### src/rtl/led_pkg.sv
// Shared types and constants for the LED scan controller.
//   DIG_W        width of one display code (bit4 = decimal point, bits3:0 = hex)
//   DIG_ZERO     code treated as a suppressible leading zero
//   DIG_DP_BIT   position of the decimal-point bit inside a code
//   scan_state_t per-slot phase: DEAD (all commons off) then ON
package led_pkg;

  localparam int           DIG_W      = 5;
  localparam logic [4:0]   DIG_ZERO   = 5'h00;
  localparam int           DIG_DP_BIT = 4;

  typedef enum logic {
    DEAD = 1'b0,
    ON   = 1'b1
  } scan_state_t;

endpackage

### src/rtl/led_lz_mask.sv
// Leading-zero blank vector for the digit buffer (purely combinational).
// Digit i is blanked when it and every digit above it hold DIG_ZERO.
// Digit 0 is never blanked. A code with only the decimal point set ("0.")
// is not zero, so it stops suppression for itself and everything below.
// Ports:
//   dbuf   in   NUM_DIGITS x DIG_W  display codes, index 0 = least significant
//   blank  out  NUM_DIGITS          1 = hold this digit's common off
module led_lz_mask
  import led_pkg::*;
#(
  parameter int NUM_DIGITS = 8
) (
  input  logic [NUM_DIGITS-1:0][DIG_W-1:0] dbuf,
  output logic [NUM_DIGITS-1:0]            blank
);

  logic zero_above;

  // Walk down from the most significant digit; suppression stops at the
  // first non-zero code and never reaches digit 0.
  always_comb begin
    blank      = '0;
    zero_above = 1'b1;
    for (int i = NUM_DIGITS-1; i >= 1; i--) begin
      zero_above = zero_above && (dbuf[i] == DIG_ZERO);
      blank[i]   = zero_above;
    end
  end

endmodule

### src/rtl/led_scan_ctrl.sv
// Time-multiplexed scan controller for common-anode 7-segment digits that
// share one segment decoder. A host writes 5-bit codes into a per-digit
// buffer; the scanner walks the digits one slot at a time, loading the code
// for the slot into o_dig_ctrl during a dead-time with all commons off, then
// pulling that digit's active-low common low for the rest of the slot.
//
// Optional feature: define LED_LZ_BLANK_EN to enable leading-zero blanking
// (led_lz_mask). Without it, no blanking logic is built.
//
// Ports:
//   clk           in   system clock
//   rst           in   synchronous reset, active-high
//   wr_en         in   buffer write strobe
//   wr_idx        in   digit index to write (out-of-range indices ignored)
//   wr_data       in   display code to write
//   dig_mask      in   1 = digit enabled, sampled every cycle
//   o_dig_ctrl    out  code for the decoder, registered, stable for a slot
//   o_dig_com     out  active-low commons, at most one low, registered
//   o_frame_done  out  one-cycle pulse on the first cycle of slot 0 that
//                      follows the last slot of a frame
module led_scan_ctrl
  import led_pkg::*;
#(
  parameter  int NUM_DIGITS = 8,
  parameter  int SCAN_DIV   = 50000,
  parameter  int DEAD_CYC   = 16,
  localparam int IDX_W      = $clog2(NUM_DIGITS),
  localparam int CNT_W      = $clog2(SCAN_DIV)
) (
  input  logic                  clk,
  input  logic                  rst,
  input  logic                  wr_en,
  input  logic [IDX_W-1:0]      wr_idx,
  input  logic [DIG_W-1:0]      wr_data,
  input  logic [NUM_DIGITS-1:0] dig_mask,
  output logic [DIG_W-1:0]      o_dig_ctrl,
  output logic [NUM_DIGITS-1:0] o_dig_com,
  output logic                  o_frame_done
);

  localparam logic [IDX_W:0]   NUM_D    = (IDX_W+1)'(NUM_DIGITS);
  localparam logic [IDX_W-1:0] LAST_IDX = IDX_W'(NUM_DIGITS-1);
  localparam logic [CNT_W-1:0] LAST_CNT = CNT_W'(SCAN_DIV-1);
  localparam logic [CNT_W-1:0] ON_CNT   = CNT_W'(DEAD_CYC);

  // cnt_q / idx_q / state_q describe the cycle currently visible on the
  // outputs; every registered output is computed from the *_n values so
  // that counter and outputs stay cycle-aligned.
  logic [CNT_W-1:0]                 cnt_q, cnt_n;
  logic [IDX_W-1:0]                 idx_q, idx_n;
  scan_state_t                      state_q, state_n;
  logic [NUM_DIGITS-1:0][DIG_W-1:0] dbuf_q, dbuf_n;
  logic                             slot_end;
  logic                             wr_ok;
  logic                             blank_cur;

  logic [DIG_W-1:0]                 ctrl_n;
  logic [NUM_DIGITS-1:0]            com_n;
  logic                             fd_n;

  // ---------------------------------------------------------------------
  // Slot counter, digit index and buffer write view
  // ---------------------------------------------------------------------
  assign slot_end = (cnt_q == LAST_CNT);
  assign wr_ok    = wr_en && ({1'b0, wr_idx} < NUM_D);

  always_comb begin
    cnt_n = slot_end ? '0 : cnt_q + CNT_W'(1);
    idx_n = idx_q;
    if (slot_end)
      idx_n = (idx_q == LAST_IDX) ? '0 : idx_q + IDX_W'(1);
  end

  // Buffer as it will be after this cycle's write; reading the slot load
  // from here gives the write-vs-load bypass for free.
  always_comb begin
    dbuf_n = dbuf_q;
    if (wr_ok)
      dbuf_n[wr_idx] = wr_data;
  end

`ifdef LED_LZ_BLANK_EN
  logic [NUM_DIGITS-1:0] blank_v, blank_q;

  led_lz_mask #(
    .NUM_DIGITS (NUM_DIGITS)
  ) u_lz_mask (
    .dbuf  (dbuf_n),
    .blank (blank_v)
  );

  // Blanking is frozen at slot start. The reset value matches an all-zero
  // buffer, which is what slot 0 after reset is displaying.
  always_ff @(posedge clk) begin
    if (rst)
      blank_q <= {{(NUM_DIGITS-1){1'b1}}, 1'b0};
    else if (slot_end)
      blank_q <= blank_v;
  end

  // Only consulted while ON, which is at least one cycle into the slot,
  // so blank_q already holds this slot's vector.
  assign blank_cur = blank_q[idx_n];
`else
  assign blank_cur = 1'b0;
`endif

  // ---------------------------------------------------------------------
  // FSM: state register / next state / outputs
  // ---------------------------------------------------------------------
  always_ff @(posedge clk) begin
    if (rst)
      state_q <= DEAD;
    else
      state_q <= state_n;
  end

  always_comb begin
    state_n = state_q;
    unique case (state_q)
      DEAD:    if (cnt_n == ON_CNT) state_n = ON;
      ON:      if (slot_end)        state_n = DEAD;
      default: state_n = DEAD;
    endcase
  end

  always_comb begin
    com_n  = '1;
    ctrl_n = o_dig_ctrl;
    fd_n   = 1'b0;
    if (state_n == ON && dig_mask[idx_n] && !blank_cur)
      com_n[idx_n] = 1'b0;
    // New code only enters on the first (dead) cycle of a slot.
    if (slot_end) begin
      ctrl_n = dbuf_n[idx_n];
      fd_n   = (idx_q == LAST_IDX);
    end
  end

  // ---------------------------------------------------------------------
  // Datapath registers
  // ---------------------------------------------------------------------
  always_ff @(posedge clk) begin
    if (rst) begin
      cnt_q        <= '0;
      idx_q        <= '0;
      dbuf_q       <= '0;
      o_dig_ctrl   <= DIG_ZERO;
      o_dig_com    <= '1;
      o_frame_done <= 1'b0;
    end else begin
      cnt_q        <= cnt_n;
      idx_q        <= idx_n;
      dbuf_q       <= dbuf_n;
      o_dig_ctrl   <= ctrl_n;
      o_dig_com    <= com_n;
      o_frame_done <= fd_n;
    end
  end

endmodule
### config.mk
export PLATFORM = sky130hd
export DESIGN_NAME = led_scan_ctrl
export DESIGN_NICKNAME = d
export VERILOG_FILES = /design/src/rtl/led_pkg.sv /design/src/rtl/led_lz_mask.sv /design/src/rtl/led_scan_ctrl.sv
export SDC_FILE = /design/constraint.sdc
export NUM_CORES = 1
export LEC_CHECK = 0
export ABC_AREA = 1
export ABC_CLOCK_PERIOD_IN_PS = 1900
export BUFFER_PORTS_ARGS = -buffer_cell sky130_fd_sc_hd__buf_4
export CORE_MARGIN = 3
export CORE_UTILIZATION = 30
export DETAILED_ROUTE_END_ITERATION = 10
export PLACE_DENSITY_LB_ADDON = 0.2
export SKIP_LAST_GASP = 1
export SYNTH_ARGS = -nofsm -noshare
export SYNTH_HDL_FRONTEND = slang
export SYNTH_SLANG_ARGS = --single-unit
export TNS_END_PERCENT = 5
### constraint.sdc
create_clock -name clk -period 1.9 [get_ports clk]
set_input_delay 0 -clock clk [delete_from_list [all_inputs] [get_ports clk]]
set_output_delay 0 -clock clk [all_outputs]
set_load 0.01 [all_outputs]
# Word-level counts from Yosys, hierarchy flattened
# Index checks and enable logic that the tools add are counted.
word_totals:
  output_inout_bits: 14
  input_bits: 19
  ff_bits: 74
  word_cells: 48
op_classes:
  bitwise: 4
  reduce_logical: 5
  muxes: 16
  order_cmp: 4
  addsub: 2
  n_eq_ne: 3
ops:
  columns: ["cell", "n"]
  rows:
  - ["$bwmux W40", 1]
  - ["$mux W40", 1]
  - ["$add A16 B1 Y16 const B", 1]
  - ["$eq A16 B16 Y1 const B", 1]
  - ["$eq A16 B5 Y1 const B", 1]
  - ["$mux W16", 1]
  - ["$bmux W5 S3", 1]
  - ["$demux W5 S3", 1]
  - ["$mux W5", 2]
  - ["$lt A3 B4 Y1 const B", 2]
  - ["$not A8 Y8", 1]
  - ["$ge A3 B1 Y1 const B", 2]
  - ["$mux W3", 2]
  - ["$mux W1", 4]
  - ["$reduce_or A2 Y1", 2]
  - ["$add A3 B1 Y3 const B", 1]
  - ["$bmux W1 S3", 1]
  - ["$demux W1 S3", 1]
  - ["$eq A3 B3 Y1 const B", 1]
  - ["$logic_and A1 B1 Y1", 3]
  - ["$not A1 Y1", 3]
  - ["$pmux W1 S2", 1]

# Longest topological paths before layout
# Gate-level depths: netlist of run 1.
logic_depth:
  ltp_word: 8
  depth_mapped: 16
  ltp_nobuf: 15

# Least setup slack after synthesis of run 1
# OpenSTA, ideal clock, no wires.
synth_timing:
  path_type: "register -> register"
  start: "register cnt_q[0]"
  end: "register o_dig_ctrl[1]"
  t_arrival_ns: 1.641
  path_buffers: 1
  stages_incl_launch_ff: 14
  path_slack_ns: 0.150
  required_time_ns: 1.791
  cell_sequence: "dfxtp_1 -> ha_1 -> nand3_4 -> nor2_2 -> nand2_2 -> o21ai_4 -> inv_4 -> buf_6 -> nand2_1 -> nand2_1 -> nand2_1 -> nand3_1 -> nand2_1 -> inv_1"
synth_between:
  elab_chain_len: 4
synth_lines:
  columns: ["element", "line_no", "source"]
  rows:
  - ["start: declaration", "led_scan_ctrl.sv:49", "logic [CNT_W-1:0] cnt_q, cnt_n;"]
  - ["start signal: assignment", "led_scan_ctrl.sv:152", "cnt_q <= cnt_n;"]
  - ["$eq A16 B16 Y1 (*)", "led_scan_ctrl.sv:64", "assign slot_end = (cnt_q == LAST_CNT);"]
  - ["$mux W3", "led_scan_ctrl.sv:70", "if (slot_end)"]
  - ["$bmux W5 S3", "led_scan_ctrl.sv:135", "ctrl_n = dbuf_n[idx_n];"]
  - ["$mux W5 (implied by the code)", "led_scan_ctrl.sv:135", null]
  - ["end signal: assignment", "led_scan_ctrl.sv:155", "o_dig_ctrl <= ctrl_n;"]
  - ["end: declaration", "led_scan_ctrl.sv:36", "output logic [DIG_W-1:0] o_dig_ctrl,"]
# Mark *: on every way between the ends. The rest lies on a longest branch, timed or not. The select of a mux whose other input is x is not followed.
# A chain may end at the register's enable or synchronous reset.

# Worst setup path in the final report of run 1
layout_timing:
  start: "register cnt_q[0]"
  end: "register o_dig_com[3]"
layout_between:
  elab_chain_len: 8
layout_lines:
  columns: ["element", "line_no", "source"]
  rows:
  - ["$add A16 B1 Y16 or $eq A16 B16 Y1 (tied branches)", "led_scan_ctrl.sv:68, led_scan_ctrl.sv:64", null]
  - ["$mux W16", "led_scan_ctrl.sv:68", "cnt_n = slot_end ? '0 : cnt_q + CNT_W'(1);"]
  - ["$eq A16 B5 Y1", "led_scan_ctrl.sv:121", "DEAD: if (cnt_n == ON_CNT) state_n = ON;"]
  - ["$mux W1", "led_scan_ctrl.sv:121", null]
  - ["$pmux W1 S2", "led_scan_ctrl.sv:120", "unique case (state_q)"]
  - ["$logic_and A1 B1 Y1", "led_scan_ctrl.sv:131", "if (state_n == ON && dig_mask[idx_n] && !blank_cur)"]
  - ["$not A1 Y1 (no source line)", null, null]
  - ["$reduce_or A2 Y1 (no source line)", null, null]
  - ["end signal: assignment", "led_scan_ctrl.sv:156", "o_dig_com <= com_n;"]
  - ["end: declaration", "led_scan_ctrl.sv:37", "output logic [NUM_DIGITS-1:0] o_dig_com,"]
# Several ways; a longest one is shown, not always the timed one. The select of a mux whose other input is x is not followed.

==> impl_metrics.ini, run 1 <==
[run_status]
status = finished clean

[final_layout]
multi_input_comb_area_sq_mm = 0.00210
drive_above_1_share_pct = 20.6
layout_common_cells = nand2_1 (172), inv_1 (98), nor2_1 (93)
utilization_pct = 40.1
area_growth_pct = 29.0
fillers = 1392
regArea_sq_mm = 0.00149
nNetsFinal = 710
final_common_cell = nand2_1
antennaDiodeCount = 0

[drt]
vias_per_cell = 4.45
drc = 0
firstDrtPassIters = 4
first_iter_violations = 195
vias = 3848
wire_per_inst_microns = 12.2
routed_wl_mm = 10.5
ant_nets = 0

[timing]
fin_skew_ps = 5.08
timing.final.crit_share_pct = 99.8
maxSlewHeadroom_pct = 66.8
worst_pin_slew_ps = 499
fmax_mhz = 527
setup_viol = 0
hold_viol_final = 0
setup_slack_ps = 3.89
grt_setup_unrepaired = yes
fin_crit_ps = 1900
slew_violations = 0

[worst_hold_path]
hp-start = wr_data[3]
min_path_type = in2reg
holdPathEnd = dbuf_q[3]
min_path_cells = 4

[floorplanning]
die_h_microns = 121
design.core.area_sq_mm = 0.0128
start_util_pct = 31.1
dieArea_sq_mm = 0.0147
rows = 41
die_w_microns = 121
io_pins = 33

[pwr]
power.internal_mw = 2.75
power_switching_mw = 0.789
pwr-share-comb_pct = 7.3
power-per-cell-area_mw_per_mm2 = 688
ir_drop_v = 0.000524
p_clk_share_pct = 47.5
p_leak_nw = 2.40
sw_frac_of_total_pct = 22.3
power_frac_seq_pct = 45.1

[yosys]
yosysWarnings = 0
async_reset_ff_share_pct = 0
syn_area_sq_mm = 0.00398
synth_fa_ha_area_share_pct = 0.942
syn_inst = 618
synthMuxAreaShare_pct = 0
synth_top_family_by_area = simple AND/OR/NAND/NOR gates
synth_ff_type = dfxtp_1
syn_area_per_cell_sq_um = 6.45
syn_nets = 640
synth_cell_types = 29
synth_edf_count = 0
ys_seq_elements = 74
synth_xor_area_share_pct = 0.660
synthSimpleGateAreaFrac_pct = 40.6
synth_compound_area_share_pct = 7.76
ys_seq_area_share_pct = 37.2

[setup_path]
r2r-end = o_dig_com[3]
start_kind = register
startpoint = cnt_q[0]
r2r_cells = 14
critPathArrivalTime_ps = 2170
crit_path_end_kind = register
cp.required_ps = 2180
path_class = reg2reg
r2r_slack_ps = 4
r2r-start = cnt_q[0]
path_max_fanout = 8

[cts]
cts_root_buf = clkbuf_16
clkTransAtPathRegs_ps = 50
cts.sinks = 74
cts_tree = built
clock_latency_ps = 330
htreeDepth = 3
clock_path_buffers = 2
cts_buffers = 9

[global_routing]
antenna_found_initial = 0
grt_pass1_vias = 3730
grt_max_degree = 46
grt_usage_pct = 15.2
grt-ovfl-total = 0
grt_pass1_wl_mm = 17.6

[place]
io_buffers = 32
place_ws_ps = -102
gp_congestion = 0.841
hpwl_mm = 7.80

[run]
max-cap-violations = 0
## cells in the mapped netlist (5+ instances only)
| master | count | area (sq um) |
|---|---|---|
| nand2_2 | 8 | 50.1 |
| inv_1 | 99 | 372 |
| o21a_1 | 25 | 188 |
| inv_2 | 5 | 18.8 |
| nor3_1 | 11 | 55.1 |
| nand2_1 | 176 | 661 |
| buf_6 | 5 | 56.3 |
| nand3_1 | 59 | 295 |
| clkbuf_1 | 8 | 30.0 |
| o21ai_0 | 17 | 85.1 |
| nor2_1 | 94 | 353 |
| dfxtp_1 | 74 | 1480 |
| nand4_1 | 5 | 31.3 |
## cell type report
| type | count | share of cell area [%] |
|---|---|---|
| Tap cell | 172 | 4.19 |
| Clock buffer | 15 | 5.80 |
| Inverter | 105 | 7.82 |
| Clock inverter | 1 | 0.0974 |
| Multi-Input combinational cell | 423 | 40.8 |
| Timing Repair Buffer | 75 | 12.3 |
| Sequential cell | 74 | 29.0 |
## registers in the layout, summed over array words and instances, names as in the netlist
register / cells
dbuf_q: 40
cnt_q: 16
o_dig_com: 8
o_dig_ctrl: 5
idx_q: 3
o_frame_done: 1
state_q: 1
## critical path, cell delays in order, from the launching register on
cell and delay (ps):
dfxtp_2 340, ha_4 150, nand3_4 110, nor2_4 180, buf_12 130, nand3_4 190
nand2_8 150, nand2_1 60, nand2_1 60, nand2_1 50, nand2_1 80, nand2_1 70
nand2_2 90, clkinv_4 90, nand3_1 70
## power by group through the flow
stage	sequential, mW	combinational (mW)	clock [mW]
floorplan	1.63	0.159	0
global placement	1.63	0.255	0
detailed placement	1.63	0.255	0
CTS	1.60	0.260	1.74
global route	1.60	0.301	1.80
finish	1.60	0.260	1.68
## logic make-up (layout without fill, tap and decap cells)
group                      Yosys count  count (layout)
and+or+nand+nor                    369             371
buffers and inverters              123             196
DFF                                 74              74
AOI/OAI and AO/OA                   46              46
adders and majority gates            3               3
xor gates and xnor gates             3               3
## through the flow
stage,area [sq um],hold slack [ps],total power [mW],setup TNS [ps],instances
4_1_cts,5060,72.5,3.59,-2.44,865
3_5_place_dp,4560,357,1.88,-791,836
5_1_grt,5140,92.6,3.70,-1820,865
3_3_place_gp,4560,356,1.88,-749,836
2_1_floorplan,3980,248,1.78,0,618
6_report,5140,84.2,3.54,0,865
## metal layers
metal	global-route usage [%]	share of wire [%]	vias to the layer above
met5	0	0	-
met3	4.29	3.3	15
met4	6.16	2.2	0
met2	25.3	49	67
met1	18.5	46	1737
li1	-	-	2029
## how the worst max path moves through the flow
stage | end | slack (ps) | cells after the start
after floorplan | o_dig_ctrl[1] | 150 | 13
after global placement | o_dig_com[5] | -100 | 14
after detailed placement | o_dig_com[0] | -100 | 14
after CTS | o_dig_com[0] | -1 | 13
after global routing | o_dig_ctrl[0] | -150 | 14
final | o_dig_com[3] | 4 | 14
## what timing repair did
item                       in CTS  in global routing
resized for setup              11                 23
cloned                          2                  0
hold buffers                    1                  0
setup buffers                  10                  0
pin swaps                       9                 13
setup endpoints to repair      11                 14
hold endpoints to repair        1                  0
No activity file was read; power rests on OpenSTA's default activity.
==> run 2: changes to the inputs <==
SKIP_LAST_GASP = unset   (was 1)
SYNTH_HIERARCHICAL = 1   (was unset)
==> run 2 against run 1 <==
Against the previous run:
- the run now ends with negative setup slack left
- final area rose by 0.56%
- flip-flop and latch count unchanged
- routed wire length up 0.74%
- clock-buffer cell count did not move
- combinational power is essentially flat
- largest power group unchanged
==> impl_metrics.ini, run 2 <==
[timing]
slew_violations = 0
setup_slack_ps = -0.147
grt_setup_unrepaired = yes
whs_ps = 81.2
fin_skew_ps = 10.9
setup_viol = 1
maxSlewHeadroom_pct = 67.0
hold_viol_final = 0
fmax_mhz = 526
fin_crit_ps = 1900
setup-tns-final_ps = -0.147
worst_pin_slew_ps = 496
timing.final.crit_share_pct = 100

[pwr]
ir_drop_v = 0.000523
p_leak_nw = 2.41
power-per-cell-area_mw_per_mm2 = 685

[floorplanning]
start_util_pct = 31.1
dieArea_sq_mm = 0.0147
die_w_microns = 121
rows = 41
die_h_microns = 121
design.core.area_sq_mm = 0.0128
io_pins = 33

[place]
io_buffers = 32
placed_area_sq_mm = 0.00456
place_ws_ps = -102
hpwl_mm = 7.80
gp_congestion = 0.841

[setup_path]
r2r-start = cnt_q[0]
startpoint = cnt_q[0]
path_max_fanout = 8
start_kind = register
cp.required_ps = 2180
crit_path_end_kind = register
cpMaxStageDelayCell = dfxtp_2
critPathArrivalTime_ps = 2180
path_class = reg2reg
path_cells = ha_4, nand3_4, nor2_4, buf_12, nand3_4, nand2_8, nand2_2, nand2_2, nand2_1, nand2_1, nand2_1, nand2_2, clkinv_4, nand3_1
slowest_delay_ps = 340

[yosys]
syn_area_per_cell_sq_um = 6.45
yosys-top-cells-count = nand2_1 (176), inv_1 (99), nor2_1 (94)
syn_inst = 618
async_reset_ff_share_pct = 0
synth_top_cell_area_share_pct = 37.2
yosysWarnings = 6
syn_nets = 640
ys_seq_elements = 74
yosysMostFrequentCell = nand2_1
synth_edf_count = 0
synth_cell_types = 29
yosysTopAreaCell = dfxtp_1
ys_top_cells_by_area = dfxtp_1 (37%), nand2_1 (17%), inv_1 (9.3%)
ys_seq_area_share_pct = 37.2
synth_ff_type = dfxtp_1
syn_area_sq_mm = 0.00398

[cts]
cts.sinks = 74
cts_root_buf = clkbuf_16
cts_buffers = 9
cts_tree = built
htreeDepth = 3
clock_latency_ps = 340
clock_path_buffers = 2
clkTransAtPathRegs_ps = 50

[final_layout]
nNetsFinal = 710
antennaDiodeCount = 0
area_growth_pct = 29.7
top_register = dbuf_q
drive_above_1_share_pct = 21.6
utilization_pct = 40.3
layout_common_cells = nand2_1 (168), inv_1 (98), nor2_1 (93)
reg_top3 = dbuf_q (40), cnt_q (16), o_dig_com (8)
final_cell_area_sq_mm = 0.00517
final_common_cell = nand2_1
largest_register_ffs = 40

[drt]
first_iter_violations = 213
vias = 3857
drc = 0
routed_wl_mm = 10.6
ant_nets = 0
wire_per_inst_microns = 12.3
firstDrtPassIters = 4
vias_per_cell = 4.46

[run_status]
status = complete, but fails checks
failed_checks = negative setup slack

[global_routing]
grt_pass1_vias = 3730
grt_usage_pct = 15.2
grt-ovfl-total = 0
antenna_found_initial = 0
grt_pass1_wl_mm = 17.6
grt_max_degree = 46

[worst_hold_path]
min_path_type = in2reg
hp-start = wr_data[3]

[run]
max-cap-violations = 0
run 2: final cells by class:
| class | instances | area, sq um |
|---|---|---|
| Sequential cell | 74 | 1490 |
| Fill cell | 1392 | 7660 |
| Multi-Input combinational cell | 423 | 2120 |
| Clock inverter | 1 | 5.00 |
| Tap cell | 172 | 215 |
| Timing Repair Buffer | 75 | 634 |
| Inverter | 105 | 402 |
| Clock buffer | 15 | 298 |
run 2: through the flow:
stage | power [mW] | std cells
4_1_cts | 3.59 | 865
3_5_place_dp | 1.88 | 836
3_3_place_gp | 1.88 | 836
5_1_grt | 3.70 | 865
6_report | 3.54 | 865
2_1_floorplan | 1.78 | 618
run 2: critical path: cells and delay by family (launching register included):
family / cells / cell delay (ps)
AND/OR/NAND/NOR: 11 / 1110
flip-flops: 1 / 340
adder cells (fa/ha/maj): 1 / 150
buffers and inverters: 2 / 210
run 2: timing repair:
action,CTS,global route
cloned,2,0
pin swaps,9,17
setup buffers,10,0
gates resized for setup,11,31
hold buffers,1,0
hold endpoints to repair,1,0
endpoints found under the setup margin,11,14
run 2: cells by family after synthesis:
family | synth area share (%)
AOI/OAI and AO/OA | 7.76
buffers and inverters | 12.9
adders and majority gates | 0.942
DFF | 37.2
and+or+nand+nor | 40.6
xor gates and xnor gates | 0.660
run 2: path summary, 6_finish.rpt:
kind | endpoint | slack (ps) | depth (start not counted)
worst max-delay path | o_dig_com[3] | -0.1 | 14
worst min-delay path | dbuf_q[3] | 80 | 4
worst max register to register | o_dig_com[3] | -0.1 | 14
worst min register to register | cnt_q[0] | 530 | 2
run 2: routing by layer:
layer  share of wire [%]  global-route usage (%)  up-vias
li1                    -                       -     2030
met1                  45                    18.5     1754
met2                  49                    25.3       61
met3                 4.4                    4.29       12
met4                 1.7                    6.16        0
met5                   0                       0        -
run 2: report_power, final:
group / internal, mW / switching (mW) / leakage (nW)
logic: 0.104 / 0.158 / 1.66
clock network: 1.06 / 0.622 / 0.152
registers: 1.58 / 0.0120 / 0.603
total: 2.75 / 0.792 / 2.41
